**src/rtl/fetch_seq_pkg.sv**
```systemverilog
// fetch_seq_pkg: shared state encoding and constants for the fetch sequencer
package fetch_seq_pkg;
    typedef enum logic [1:0] {IDLE, REQ, HOLD, FAULT} fetch_state_t;
    localparam int PC_INCR = 1;
endpackage

```
**src/rtl/wait_timer.sv**
```systemverilog
// wait_timer: saturating counter of unacknowledged request cycles
module wait_timer #(
    parameter int MAX_WAIT = 15
) (
    input  logic clk,
    input  logic n_rst,
    input  logic in_clear,
    input  logic in_count,
    output logic out_expired
);
    localparam int CW = $clog2(MAX_WAIT + 1);
    logic [CW-1:0] cnt_q, cnt_d;
    always_comb cnt_d = in_clear ? '0 : (in_count && cnt_q != CW'(MAX_WAIT)) ? cnt_q + CW'(1) : cnt_q;
    always_ff @(posedge clk or negedge n_rst) begin
        if (!n_rst) cnt_q <= '0;
        else        cnt_q <= cnt_d;
    end
    // asserted in the cycle whose edge brings the count to MAX_WAIT
    assign out_expired = cnt_d == CW'(MAX_WAIT);
endmodule

```
**src/rtl/fetch_sequencer.sv**
```systemverilog
// fetch_sequencer: PC sequencing, one memory read per instruction, valid/ready to decode
module fetch_sequencer
    import fetch_seq_pkg::*;
#(
    parameter int               WIDTH        = 32,
    parameter logic [WIDTH-1:0] RESET_VECTOR = '0,
    parameter int               MAX_WAIT     = 15
) (
    input  logic             clk,
    input  logic             n_rst,
    input  logic             in_run,
    input  logic             in_branch_valid,
    input  logic [WIDTH-1:0] in_branch_target,
    output logic             out_mem_req,
    output logic [WIDTH-1:0] out_mem_addr,
    input  logic             in_mem_ack,
    input  logic [WIDTH-1:0] in_mem_data,
    output logic             out_instr_valid,
    output logic [WIDTH-1:0] out_instr,
    output logic [WIDTH-1:0] out_instr_pc,
    input  logic             in_instr_ready,
    output logic [WIDTH-1:0] out_pc,
    output logic             out_fault
);
    fetch_state_t state_q, state_d;
    logic [WIDTH-1:0] pc_q, pc_d, addr_q, addr_d, instr_q, instr_d, ipc_q, ipc_d;
    logic req_q, req_d, valid_q, valid_d, fault_q, fault_d, discard_q, discard_d;
    logic expired;

    wait_timer #(.MAX_WAIT(MAX_WAIT)) u_timer (
        .clk         (clk),
        .n_rst       (n_rst),
        .in_clear    (state_q != REQ || in_mem_ack),
        .in_count    (state_q == REQ && !in_mem_ack),
        .out_expired (expired)
    );

    always_comb begin
        state_d   = state_q;
        pc_d      = pc_q;
        addr_d    = addr_q;
        req_d     = req_q;
        instr_d   = instr_q;
        ipc_d     = ipc_q;
        valid_d   = valid_q;
        fault_d   = fault_q;
        discard_d = discard_q;
        case (state_q)
            IDLE: begin
                pc_d = in_branch_valid ? in_branch_target : pc_q;
                if (in_run) begin
                    state_d = REQ;
                    req_d   = 1'b1;
                    addr_d  = pc_d;
                end
            end
            REQ: begin
                if (in_mem_ack && (discard_q || in_branch_valid)) begin
                    // a redirected fetch's data is dropped and the target is fetched next
                    discard_d = 1'b0;
                    pc_d      = in_branch_valid ? in_branch_target : pc_q;
                    state_d   = in_run ? REQ : IDLE;
                    req_d     = in_run;
                    addr_d    = pc_d;
                end else if (in_mem_ack) begin
                    req_d   = 1'b0;
                    instr_d = in_mem_data;
                    ipc_d   = addr_q;
                    pc_d    = pc_q + WIDTH'(PC_INCR);
                    valid_d = 1'b1;
                    state_d = HOLD;
                end else if (expired) begin
                    state_d   = FAULT;
                    req_d     = 1'b0;
                    fault_d   = 1'b1;
                    discard_d = 1'b0;
                end else if (in_branch_valid) begin
                    pc_d      = in_branch_target;
                    discard_d = 1'b1;
                end
            end
            HOLD: begin
                if (in_instr_ready || in_branch_valid) begin
                    valid_d = 1'b0;
                    pc_d    = in_branch_valid ? in_branch_target : pc_q;
                    state_d = in_run ? REQ : IDLE;
                    req_d   = in_run;
                    addr_d  = pc_d;
                end
            end
            default: ;
        endcase
    end

    always_ff @(posedge clk or negedge n_rst) begin
        if (!n_rst) begin
            state_q   <= IDLE;
            pc_q      <= RESET_VECTOR;
            addr_q    <= '0;
            req_q     <= 1'b0;
            instr_q   <= '0;
            ipc_q     <= '0;
            valid_q   <= 1'b0;
            fault_q   <= 1'b0;
            discard_q <= 1'b0;
        end else begin
            state_q   <= state_d;
            pc_q      <= pc_d;
            addr_q    <= addr_d;
            req_q     <= req_d;
            instr_q   <= instr_d;
            ipc_q     <= ipc_d;
            valid_q   <= valid_d;
            fault_q   <= fault_d;
            discard_q <= discard_d;
        end
    end

    assign out_mem_req     = req_q;
    assign out_mem_addr    = addr_q;
    assign out_instr_valid = valid_q;
    assign out_instr       = instr_q;
    assign out_instr_pc    = ipc_q;
    assign out_pc          = pc_q;
    assign out_fault       = fault_q;
endmodule

```
**config.mk**
```make
export PLATFORM = sky130hd
export DESIGN_NAME = fetch_sequencer
export DESIGN_NICKNAME = d
export VERILOG_FILES = /design/src/rtl/fetch_seq_pkg.sv /design/src/rtl/wait_timer.sv /design/src/rtl/fetch_sequencer.sv
export SDC_FILE = /design/constraint.sdc
export NUM_CORES = 1
export LEC_CHECK = 0
export ABC_AREA = 1
export CELL_PAD_IN_SITES_DETAIL_PLACEMENT = 0
export CELL_PAD_IN_SITES_GLOBAL_PLACEMENT = 1
export CORE_MARGIN = 4
export CORE_UTILIZATION = 34
export CTS_CLUSTER_DIAMETER = 200
export DETAILED_ROUTE_END_ITERATION = 7
export GPL_TIMING_DRIVEN = 0
export PLACE_DENSITY_LB_ADDON = 0.12
export REMOVE_ABC_BUFFERS = 1
export SYNTH_ARGS = -nofsm -noshare
export SYNTH_HDL_FRONTEND = slang
export SYNTH_SLANG_ARGS = --single-unit
```
**constraint.sdc**
```tcl
create_clock -name clk -period 2.3 [get_ports clk]
set_clock_uncertainty 0.15 [all_clocks]
set_input_delay 0.23 -clock clk [delete_from_list [all_inputs] [get_ports clk]]
set_output_delay 0.23 -clock clk [all_outputs]
set_load 0.05 [all_outputs]
```
# Word-level counts from Yosys, hierarchy flattened
# Index checks and enable logic that the tools add are counted.
[word_totals]
reg_bits = 138
[op_classes]
n_eq_ne = 13
reduce_logical = 18
n_addsub = 2
bitwise_logic = 2
mux = 32
[ops]
columns = ["op", "n"]
rows = [
  ["32-bit 2-to-1 mux", 7],
  ["32-bit one-hot mux with 3 select lines", 2],
  ["32-bit by 1-bit adder with 32-bit output, second input constant", 1],
  ["4-bit AND reduction", 4],
  ["1-bit 2-to-1 mux", 13],
  ["2-bit 2-to-1 mux", 5],
  ["3-bit AND reduction", 3],
  ["4-bit 2-to-1 mux", 2],
  ["2-bit inequality test, second input constant", 4],
  ["4-bit by 3-bit inequality test with 1-bit output, second input constant", 2],
  ["2-bit by 1-bit inequality test with 1-bit output, second input constant", 3],
  ["2-bit one-hot mux with 3 select lines", 1],
  ["3-bit nonzero test", 2],
  ["4-bit by 1-bit adder with 4-bit output, second input constant", 1],
  ["4-bit == test, second input constant", 1],
  ["4-bit inequality test, second input constant", 1],
  ["1-bit logical AND", 3],
  ["1-bit logical OR", 3],
  ["1-bit one-hot mux with 3 select lines", 1],
  ["2-bit by 1-bit == test with 1-bit output, second input constant", 1],
  ["2-bit == test, second input constant", 1],
  ["2-bit zero test", 1],
  ["1-bit NOT", 2],
  ["1-bit one-hot mux with 2 select lines", 1],
  ["other kinds (2)", 2],
]

# Logic depth before layout (Yosys ltp)
# Gate-level depths: netlist (run 1).
[logic_depth]
ltp_word = 10
mapped_depth = 12
depth_no_buf = 11

# Hierarchy
# A second synthesis (run 1) with hierarchy kept.
[unflattened]
cells_unflattened = 944
area_unflattened_um2 = 7194.4
[by_module_without_submodules]
columns = ["module", "instances", "area_per_inst_um2", "cells_per_inst"]
rows = [
  ["fetch_sequencer", 1, 6945.4, 909],
  ["wait_timer", 1, 249.0, 35],
]

# Least setup slack after synthesis (run 1)
# No wires, ideal clock.
[synth_path]
path_kind = "register to register"
from = "register pc_q[1], in the netlist out_pc[1]"
to = "register pc_q[12], in the netlist out_pc[12]"
path_slack_ps = 273
synth_period_minus_slack_ps = 2027
arrival_time_ps = 1754
t_required_ps = 2027
stages_incl_launch_ff = 11
path_buffers = 0
path_cell_list = "dfrtp_1 -> ha_1 -> inv_1 -> nor2_2 -> nand2_1 -> clkinv_1 -> nand3_1 -> nand3_1 -> nand2_1 -> nand2_1 -> o21ai_1"
[synth_via]
elab_chain_cells = 4
[synth_lines]
columns = ["element", "line", "source"]
rows = [
  ["start: declaration", "fetch_sequencer.sv:26", "logic [WIDTH-1:0] pc_q, pc_d, addr_q, addr_d, instr_q, instr_d, ipc_q, ipc_d;"],
  ["start signal: assignment", "fetch_sequencer.sv:108", "pc_q <= pc_d;"],
  ["32-bit by 1-bit adder with 32-bit output", "fetch_sequencer.sv:69", "pc_d = pc_q + WIDTH'(PC_INCR);"],
  ["32-bit 2-to-1 mux", "fetch_sequencer.sv:65", "end else if (in_mem_ack) begin"],
  ["32-bit 2-to-1 mux", "fetch_sequencer.sv:58", "if (in_mem_ack && (discard_q || in_branch_valid)) begin"],
  ["32-bit one-hot mux with 3 select lines", "fetch_sequencer.sv:48", "case (state_q)"],
]
# No other way between the ends.
# A chain may end at the register's enable or synchronous reset.

# Final worst setup path (run 1)
[layout_path]
from = "register state_q[1]"
to = "register pc_q[23], in the netlist out_pc[23]"
[layout_via]
elab_chain_cells = 8
word_cells_on_any_way = 15
classes_between = "eq/ne: 6; mux: 3; reduce/logical: 6"
[layout_lines]
columns = ["element", "line", "source"]
rows = [
  ["start: declaration", "fetch_sequencer.sv:25", "fetch_state_t state_q, state_d;"],
  ["start signal: assignment", "fetch_sequencer.sv:107", "state_q <= state_d;"],
  ["2-bit by 1-bit == test with 1-bit output", "fetch_sequencer.sv:34, fetch_sequencer.sv:48", ""],
  ["1-bit logical AND", "fetch_sequencer.sv:34", ".in_count (state_q == REQ && !in_mem_ack),"],
  ["1-bit logical AND", "wait_timer.sv:13", "always_comb cnt_d = in_clear ? '0 : (in_count && cnt_q != CW'(MAX_WAIT)) ? cnt_q + CW'(1) : cnt_q;"],
  ["4-bit 2-to-1 mux (2 in a row)", "wait_timer.sv:13", ""],
  ["4-bit == test", "wait_timer.sv:19", "assign out_expired = cnt_d == CW'(MAX_WAIT);"],
  ["4-bit by 3-bit inequality test with 1-bit output (no source line)", "n/a", ""],
  ["3-bit AND reduction (no source line)", "n/a", ""],
]
# Several ways; a longest one is shown, not always the timed one.

==> out/qor.yml, run 1 <==
floorplan:
  die_h_um: 152
  die_w_um: 152
  num_io_pins: 201
  fp-row-count: 52
  core_area_um2: 20200
  die-area_um2: 23000
  start_util_pct: 34.6
setup_path:
  critPathRequiredTime_ps: 2460
  critPathLaunchType: "flop"
  r2r_start: "state_q[1]"
  arrival_ps: 2360
  end_kind: "flop"
  worst-path-buf-inv: 2
  setup.worst_path.class: "reg -> reg"
  crit_path_max_incr_delay_ps: 420
  path_max_fanout: 10
  path_cells: "inv_1, ha_4, inv_2, nor2_4, nand3_1, nor2_4, nand2_4, nand2_4, nor2_1, nand2_1, nand2_1"
  crit_path_start: "state_q[1]"
  path_delay_family: "simple AND/OR/NAND/NOR gates"
  worst_path_max_delay_cell: "dfrtp_1"
logic_synthesis:
  netlist_top_cells_count: "nand2_1 (461), dfrtp_1 (138), nor2_1 (68), inv_1 (67), o21ai_0 (63)"
  ys_async_sr_fraction_pct: 100
  ys.flop_type: "dfrtp_1"
  yosysTopAreaCell: "dfrtp_1"
  synthTopCellsByArea: "dfrtp_1 (49%), nand2_1 (25%), o21ai_0 (4.5%), nand3_1 (3.6%), nor2_1 (3.6%)"
  syn_avg_cell_area_um2: 7.25
  netlist.area_leader.share_pct: 49.3
  yosysMostFrequentCell: "nand2_1"
  ys_seq_area_share_pct: 49.3
  yosysWarnings: 0
  synth_edf_count: 0
  syn_area_um2: 7010
  ys_ff_latch: 138
  synthCells: 966
  yosysUniqueCellTypes: 27
timing:
  worst_pin_slew_ps: 586
  slew_viol_final: 0
  min_period_over_period_pct: 95.6
  hold_viol: 0
  period_minus_slack_ps: 2200
  setup_viol: 0
  slew_headroom_pct: 60.8
  max_freq_mhz: 455
  rsz0062_at_grt: "true"
  holdWs_ps: 160
  setup_slack_ps: 101
grt:
  use_met3_pct: 4.82
  grt_pass1_vias: 6430
  grt_use_met1_pct: 26.1
  track_usage_pct: 19.0
  grt_max_degree: 93
  gr-total-overflow: 0
  antenna_found_initial: 0
  met2_usage_pct: 30.6
  grt_pass1_wl_um: 34400
  grt.busiest_layer: "met2"
drt:
  wirelength_um: 23100
  drtIter0Drc: 302
  vias: 6677
  ant_nets: 0
  routedWlPerCell_um: 16.0
  drc: 0
  viasPerCell: 4.63
  dr.pass1.iters: 5
power:
  p_leak_uw: 0.00483
  p_per_area_nw_per_um2: 1770
  finalPower_uw: 17900
  ir_drop_mv: 0.736
finish:
  syn_to_final_growth_pct: 44.1
  final_cells: 1443
  nFillCells: 2023
  final_layout_size_suffix_gt1_share_pct: 5.71
  fin_nets: 1237
  n_antenna_cell: 0
  post-route-util_pct: 49.9
clock_tree:
  clk_latency_ps: 430
  numCtsBuffers: 17
  clk_path_buf_depth: 2
  cts_tree: "done"
  clk_pin_slew_ps: 70
  htreeDepth: 4
  clkSinkCount: 138
  clock-root-buffer: "clkbuf_16"
hold_path:
  hold_path.class: "in -> async"
placed_design:
  dp.cells: 1400
  dp_slack_ps: -1830
  portBuffers: 200
  post-dp-hpwl_um: 14400
  gp_congestion: 0.774
flow_run:
  cap_violations: 0
status:
  status: "complete, no violations"
power breakdown:
part / switching (uW) / internal, uW / leakage [uW]
clock network: 1140 / 1930 / 0.000312
logic: 7000 / 3170 / 0.00283
registers: 1010 / 3600 / 0.00169
placed cells by master (no fill, tap or decap), drive strengths merged:
cell type and n:
a21oi 3, mux2i 7, nand4 3, a21boi 3
xnor2 1, nor3 2, clkdlybuf4s50 198, inv 75
clkbuf 19, bufinv 5, or2 1, clkinvlp 1
dfrtp 138, o21ai 91, nand2 467, buf 8
clkinv 6, o22a 1, dlygate4sd3 1, nand3b 6
nor2 76, nand3 51, ha 6, xor2 4
area by class of cell:
cell class	count	area [um2]	area share (%)
Clock buffer	18	429	4.25
Clock inverter	13	218	2.16
Timing Repair Buffer	208	2130	21.1
Tap cell	270	338	3.35
Multi-Input combinational cell	722	3220	31.9
Sequential cell	138	3450	34.2
Inverter	73	295	2.93
Timing Repair inverter	1	8.76	0.0868
metal layers:
metal | share of wire (%) | vias up
met5 | 0 | -
met4 | 1.2 | 0
met3 | 6.7 | 22
met2 | 44 | 178
met1 | 48 | 3062
li1 | - | 3415
stage by stage:
step | setup TNS (ps) | instance area (um2)
after CTS | 0 | 9930
after detailed placement | -114870 | 9210
after global placement | -1144030 | 9150
after floorplan | -50670 | 6810
after global routing | -451 | 10100
final | 0 | 10100
final timing paths:
| check | slack, ps | cells after the start | end |
|---|---|---|---|
| worst min register to register | 310 | 2 | out_fault |
| worst max-delay path | 100 | 11 | out_pc[23] |
| worst min-delay path | 160 | 2 | out_instr[2] |
| min in group clk | 180 | 3 | discard_q |
| worst max register to register | 100 | 11 | out_pc[23] |
| max in group asynchronous | 1010 | 3 | out_pc[26] |
what timing repair did:
action,4_1_cts,5_1_grt
cloned,2,5
setup buffers,1,3
endpoints found under the hold margin,46,0
endpoints found under the setup margin,118,105
gates resized for setup,11,13
hold buffers,1,0
pin swaps,2,6
cell families (layout without fill, tap and decap cells):
family	after synthesis	count (layout)	share of synthesized area (%)
compound gates	97	98	7.11
xor+xnor	5	5	0.625
fa+ha+maj	6	6	1.07
buf+inv	111	313	6.75
flops	138	138	49.3
mux	7	7	1.00
simple gates	602	606	34.2
state kept, by name, summed over array words and instances (netlist names):
signal / flops
out_instr: 32
out_instr_pc: 32
out_mem_addr: 32
out_pc: 32
u_timer.cnt_q: 4
state_q: 2
discard_q: 1
out_fault: 1
out_instr_valid: 1
out_mem_req: 1
Power figures use the tool's default switching activity.
==> run 2, diff against run 1 <==
--- a/config.mk
+++ b/config.mk
@@ -11,8 +11,10 @@
 export CORE_MARGIN = 4
 export CORE_UTILIZATION = 34
 export CTS_CLUSTER_DIAMETER = 200
+export CTS_CLUSTER_SIZE = 30
 export DETAILED_ROUTE_END_ITERATION = 7
 export GPL_TIMING_DRIVEN = 0
+export MAX_ROUTING_LAYER = met4
 export PLACE_DENSITY_LB_ADDON = 0.12
 export REMOVE_ABC_BUFFERS = 1
 export SYNTH_ARGS = -nofsm -noshare
==> run 2 against run 1 <==
  * Count of clock-buffer cells in the layout unchanged
  * Non-clock buffer count unchanged
  * First-iteration DRC count up 24%
  * Cell count unchanged
  * Sequential power about the same
  * Worst setup slack worse by 27 ps
  * Hold slack worse by 7.0 ps
  * Via count down 0.28%
  * Largest power group unchanged
  * Critical path type unchanged
==> out/qor.yml, run 2 (synthesized netlist as in run 1, its figures left out) <==
placed_design:
  postPlaceCellArea_um2: 9210  # unchanged
  post-dp-hpwl_um: 14400  # unchanged
  dp.cells: 1400  # unchanged
  gp_congestion: 0.785  # was 0.774
  portBuffers: 200  # unchanged
drt:
  routedWlPerCell_um: 16.0  # about the same
  wirelength_um: 23100  # about the same
  ant_nets: 0  # unchanged
  dr.pass1.iters: 5  # unchanged
  drc: 0  # unchanged
  vias: 6658  # was 6677
  drtIter0Drc: 373  # was 302
  viasPerCell: 4.61  # was 4.63
setup_path:
  reg2reg_setup_slack_ps: 70  # was 100 ps
  r2r-end: "out_mem_req"  # was out_pc[23]
  rr_worst_depth: 11  # unchanged
  path_cells: "inv_1, ha_4, inv_2, nor2_4, nand3_1, nor2_4, nand2_4, nand2_1, nand2_1, nand2_1, nand2_1"  # was inv_1, ha_4, inv_2, nor2_4, nand3_1, nor2_4, nand2_4, nand2_4, nor2_1, nand2_1, nand2_1
  path_max_fanout: 6  # was 10
  end_kind: "flop"  # unchanged
  critPathRequiredTime_ps: 2470  # was 2460 ps
  arrival_ps: 2400  # was 2360 ps
  crit_top_cell: "nand2_1"
  setup.worst_path.class: "reg -> reg"  # unchanged
  worst_path_max_delay_cell: "dfrtp_1"  # unchanged
  crit_path_max_incr_delay_ps: 420  # about the same
  critPathLaunchType: "flop"  # unchanged
  r2r_start: "state_q[1]"  # unchanged
timing:
  setup_viol: 0  # unchanged
  period_minus_slack_ps: 2230  # was 2200 ps
  slew_headroom_pct: 60.6  # was 60.8%
  rsz0062_at_grt: "true"  # unchanged
  min_period_over_period_pct: 96.8  # was 95.6%
  slew_viol_final: 0  # unchanged
  worst_pin_slew_ps: 590  # was 586 ps
  hold_viol: 0  # unchanged
  max_freq_mhz: 449  # was 455 MHz
  holdWs_ps: 153  # was 160 ps
power:
  p_per_area_nw_per_um2: 1770  # about the same
  ir_drop_mv: 0.739  # was 0.736 mV
  p_leak_uw: 0.00483  # about the same
  finalPower_uw: 17900  # about the same
floorplan:
  core_area_um2: 20200  # unchanged
  start_util_pct: 34.6  # unchanged
  die_h_um: 152  # unchanged
  num_io_pins: 201  # unchanged
  die_w_um: 152  # unchanged
  die-area_um2: 23000  # unchanged
  fp-row-count: 52  # unchanged
flow_run:
  cap_violations: 0  # unchanged
clock_tree:
  htreeDepth: 4  # unchanged
  clk_pin_slew_ps: 70  # about the same
  clk_latency_ps: 430  # about the same
  cts_tree: "done"  # unchanged
  clock-root-buffer: "clkbuf_16"  # unchanged
  clk_path_buf_depth: 2  # unchanged
  numCtsBuffers: 17  # unchanged
  clkSinkCount: 138  # unchanged
finish:
  final_layout_size_suffix_gt1_share_pct: 5.63  # was 5.71%
  final_cells: 1443  # unchanged
  n_antenna_cell: 0  # unchanged
  post-route-util_pct: 49.9  # about the same
  layout_commonest_cell: "nand2_1"  # unchanged
  syn_to_final_growth_pct: 44.0  # was 44.1%
  layout_common_cells: "nand2_1 (460), clkdlybuf4s50_1 (198), dfrtp_1 (138), inv_1 (67), nor2_1 (66)"  # was nand2_1 (459), clkdlybuf4s50_1 (198), dfrtp_1 (138), inv_1 (67), nor2_1 (66)
  final_cell_area_um2: 10100  # about the same
  fin_nets: 1237  # unchanged
grt:
  grt_max_degree: 93  # unchanged
  grt_pass1_wl_um: 34400  # about the same
  gr-total-overflow: 0  # unchanged
  grt_pass1_vias: 6433  # was 6430
  track_usage_pct: 19.6  # was 19.0%
  antenna_found_initial: 0  # unchanged
status:
  status: "complete, no violations"  # unchanged
hold_path:
  hold_path.class: "in -> async"  # unchanged
==> run 2: changes by cell type in the layout (fill, tap and decap cells not counted) <==
cell and delta:
nand2_1 +1, nand2_2 -1
==> run 2: layout make-up <==
class | instances | area, um2
timing repair buffer | 208 | 2130
inverter | 73 | 295
tap | 270 | 338
clock buffer | 18 | 429
fill | 2023 | 10100
timing repair inverter | 1 | 8.76
multi-input combinational | 722 | 3220
clock inverter | 13 | 218
sequential | 138 | 3450
==> run 2: worst max path at each step <==
stage	startpoint	end	slack (ps)	depth (start not counted)
after floorplan	state_q[1]	out_pc[12]	-750	8
after global placement	n_rst	out_instr_pc[30]	-5200	1
after detailed placement	in_branch_valid	out_mem_addr[21]	-1830	10
after CTS	discard_q	out_pc[10]	0.3	10
after global routing	state_q[1]	state_q[1]	-60	11
final	state_q[1]	out_mem_req	70	11
==> run 2: metal layers <==
metal | global-route usage [%] | wire [um] | vias up
met5 | - | 0 | -
met4 | 4.31 | 244 | 0
met3 | 4.34 | 1360 | 17
met2 | 30.6 | 10200 | 180
met1 | 26.4 | 11200 | 3044
li1 | - | - | 3417
==> run 2: metrics by stage <==
step | setup slack (ps) | TNS, ps
2_1_floorplan | -747 | -50670
3_3_place_gp | -5200 | -1144030
3_5_place_dp | -1830 | -114870
4_1_cts | 0.255 | 0
5_1_grt | -63.2 | -390
6_report | 74.3 | 0
==> run 2: where the power goes <==
| part | switching [uW] | internal [uW] | leakage (uW) |
|---|---|---|---|
| clock network | 1130 | 1930 | 0.000312 |
| registers | 1020 | 3600 | 0.00169 |
| logic | 7000 | 3170 | 0.00283 |
==> run 2: timing repair <==
| action | CTS | global route |
|---|---|---|
| gates cloned | 2 | 5 |
| endpoints found under the hold margin | 46 | 0 |
| buffers inserted | 1 | 3 |
| hold buffers | 1 | 0 |
| resized for setup | 11 | 12 |
| endpoints found under the setup margin | 118 | 105 |
| pin swaps | 2 | 6 |
==> run 2: critical path: cells and delay by family (launching register included) <==
kind	cells	cell delay, ps
buffers and inverters	2	220
and+or+nand+nor	8	1120
adders and majority gates	1	210
DFF	1	420
==> run 3, diff against run 2 <==
--- a/config.mk
+++ b/config.mk
@@ -9,10 +9,11 @@
 export CELL_PAD_IN_SITES_DETAIL_PLACEMENT = 0
 export CELL_PAD_IN_SITES_GLOBAL_PLACEMENT = 1
 export CORE_MARGIN = 4
-export CORE_UTILIZATION = 34
+export CORE_UTILIZATION = 45
 export CTS_CLUSTER_DIAMETER = 200
 export CTS_CLUSTER_SIZE = 30
 export DETAILED_ROUTE_END_ITERATION = 7
+export DONT_BUFFER_PORTS = 1
 export GPL_TIMING_DRIVEN = 0
 export MAX_ROUTING_LAYER = met4
 export PLACE_DENSITY_LB_ADDON = 0.12
==> run 3 against run 2 <==
  * Non-clock buffer count shrank 105
  * Total power shrank 12%
  * Design area fell by 11%
  * Clock power decreased by 4%
  * Sequential power grew 90%
  * Via count decreased by 1.7%
  * Critical path depth did not move
  * Global-route usage up 4.9 points
  * Combinational power decreased by 60%
  * The run now ends with hold timing left
  * Cell count decreased by 13%
  * Fmax up 0.68%
  * Highest routed layer unchanged
==> out/qor.yml, run 3 (synthesized netlist as in run 1, its figures left out) <==
status:
  status: "finished with violations"  # was complete, no violations
  violations: "hold timing"
clock_tree:
  clk_path_buf_depth: 2  # unchanged
  cts_tree: "done"  # unchanged
  clkSinkCount: 138  # unchanged
  numCtsBuffers: 17  # unchanged
  htreeDepth: 4  # unchanged
  ctsHoldBuffers: 96  # was 1
  clk_latency_ps: 430  # about the same
  clk_pin_slew_ps: 60  # was 70 ps
  clock-root-buffer: "clkbuf_16"  # unchanged
placed_design:
  dp_slack_ps: -1080  # was -1830 ps
  portBuffers: 0  # was 200
  post-dp-hpwl_um: 12800  # was 14400 um
  gp_congestion: 0.900  # was 0.785
power:
  seqPwrFrac_pct: 55.4  # was 25.8%
  p_per_area_nw_per_um2: 1770  # about the same
  p_leak_uw: 0.00443  # was 0.00483 uW
  p_clk_share_pct: 18.6  # was 17.2%
  pwr-share-comb_pct: 26.0  # was 57.0%
  ir_drop_mv: 0.791  # was 0.739 mV
  intPower_uw: 6890  # was 8700 uW
  netSwitchingFraction_pct: 56.4  # was 51.3%
  power.switching_uw: 8910  # was 9150 uW
setup_path:
  path_cells: "inv_1, ha_4, inv_2, nor2_4, nand3_1, nor2_4, nand2_4, nand2_1, nand2_1, nand2_1, nand2_1"  # unchanged
  crit_path_max_incr_delay_ps: 400  # was 420 ps
  worst_path_max_delay_cell: "dfrtp_1"  # unchanged
  critPathLaunchType: "flop"  # unchanged
  critPathRequiredTime_ps: 2470  # about the same
  arrival_ps: 2380  # was 2400 ps
  crit_top_cell: "nand2_1"  # unchanged
  setup.worst_path.class: "reg -> reg"  # unchanged
  reg2reg_setup_slack_ps: 90  # was 70 ps
  end_kind: "flop"  # unchanged
  path_max_fanout: 6  # unchanged
hold_path:
  hold_path.class: "in -> async"  # unchanged
drt:
  vias: 6547  # was 6658
  viasPerCell: 5.21  # was 4.61
  wirelength_um: 21800  # was 23100 um
  routedWlPerCell_um: 17.4  # was 16.0 um
  ant_nets: 0  # unchanged
  dr.pass1.iters: 5  # unchanged
  drtIter0Drc: 345  # was 373
  drc: 0  # unchanged
timing:
  slew_headroom_pct: 55.1  # was 60.6%
  setup_viol: 0  # unchanged
  min_period_over_period_pct: 96.1  # was 96.8%
  hold_viol: 138  # was 0
  worst_pin_slew_ps: 674  # was 590 ps
  max_freq_mhz: 452  # was 449 MHz
  period_minus_slack_ps: 2210  # was 2230 ps
  setup_slack_ps: 89.2  # was 74.3 ps
  slew_viol_final: 0  # unchanged
  holdWs_ps: -655  # was 153 ps
finish:
  final_layout_size_suffix_gt1_share_pct: 7.21  # was 5.63%
  syn_to_final_growth_pct: 27.6  # was 44.0%
  seq_area_um2: 3470  # was 3450 um2
  multi_input_area_um2: 3230  # was 3220 um2
  n_antenna_cell: 0  # unchanged
  post-route-util_pct: 58.8  # was 49.9%
  layout_common_cells: "nand2_1 (460), dfrtp_1 (126), dlygate4sd3_1 (96), inv_1 (67), nor2_1 (66)"  # was nand2_1 (460), clkdlybuf4s50_1 (198), dfrtp_1 (138), inv_1 (67), nor2_1 (66)
  fin_nets: 1132  # was 1237
  layout_commonest_cell: "nand2_1"  # unchanged
  nFillCells: 1388  # was 2023
floorplan:
  fp-row-count: 45  # was 52
  core_area_um2: 15200  # was 20200 um2
  die_h_um: 133  # was 152 um
  num_io_pins: 201  # unchanged
  die-area_um2: 17600  # was 23000 um2
  die_w_um: 133  # was 152 um
  start_util_pct: 46.1  # was 34.6%
grt:
  gr-total-overflow: 0  # unchanged
  grt_pass1_wl_um: 33600  # was 34400 um
  track_usage_pct: 24.5  # was 19.6%
  grt_max_degree: 139  # was 93
  antenna_found_initial: 1  # was 0
  grt_pass1_vias: 6258  # was 6433
flow_run:
  cap_violations: 0  # unchanged
run 3: cell types whose count changed in the layout (fill, tap and decap cells not counted), sizes merged:
cell	previous run	this run
bufinv	5	4
clkinvlp	1	2
buf	8	6
dlygate4sd3	1	96
clkinv	6	5
clkdlybuf4s50	198	0
inv	75	76
run 3: path summary, 6_finish.rpt:
path,end,from,depth (start not counted)
worst max-delay path,out_mem_req,state_q[1],11
worst min-delay path,out_instr[27],n_rst,0
worst max register to register,out_mem_req,state_q[1],11
worst min register to register,state_q[1],state_q[1],2
max in group asynchronous,out_instr_pc[22],n_rst,0
min in group clk,out_pc[9],in_branch_valid,5
run 3: timing repair:
item | CTS | global route
endpoints found under the hold margin | 216 | 138
setup buffers | 1 | 4
resized for setup | 16 | 23
cloned | 3 | 4
pin swaps | 1 | 6
setup endpoints to repair | 118 | 77
run 3: area by class of cell:
cell class,instances,area share (%)
Clock buffer,18,4.91
Clock inverter,13,2.16
Multi-Input combinational cell,722,36.1
Inverter,73,3.33
Timing Repair inverter,1,0.0980
Timing Repair Buffer,103,11.9
Tap cell,188,2.63
Sequential cell,138,38.8
run 3: critical path: cells and delay by family, from the launching register on:
kind,cells,cell delay (ps)
fa+ha+maj,1,210
buf+inv,2,210
flops,1,400
simple gates,8,1130
run 3: metrics by stage:
| stage | power (uW) | cell area (um2) | hold WS (ps) | instances | TNS [ps] |
|---|---|---|---|---|---|
| floorplan | 11000 | 6810 | -216 | 928 | -50670 |
| global placement | 12100 | 7040 | -212 | 1116 | -183110 |
| detailed placement | 12200 | 7080 | -212 | 1117 | -89240 |
| CTS | 15600 | 8750 | -665 | 1248 | -14.2 |
| global route | 16800 | 8940 | -675 | 1256 | -164 |
| finish | 15800 | 8940 | -655 | 1256 | 0 |
run 3: per-layer routing:
metal	track usage [%]	routed length, um
met2	38.9	10500
met5	-	0
met4	6.64	331
met3	6.43	1540
met1	31.4	9390
run 3: power by group through the flow:
stage	combinational [uW]	sequential, uW	clock [uW]
2_1_floorplan	2700	8290	0
3_3_place_gp	3320	8740	0
6_report	4110	8740	2940
3_5_place_dp	3480	8760	0
4_1_cts	3920	8730	2990
5_1_grt	4720	8920	3140
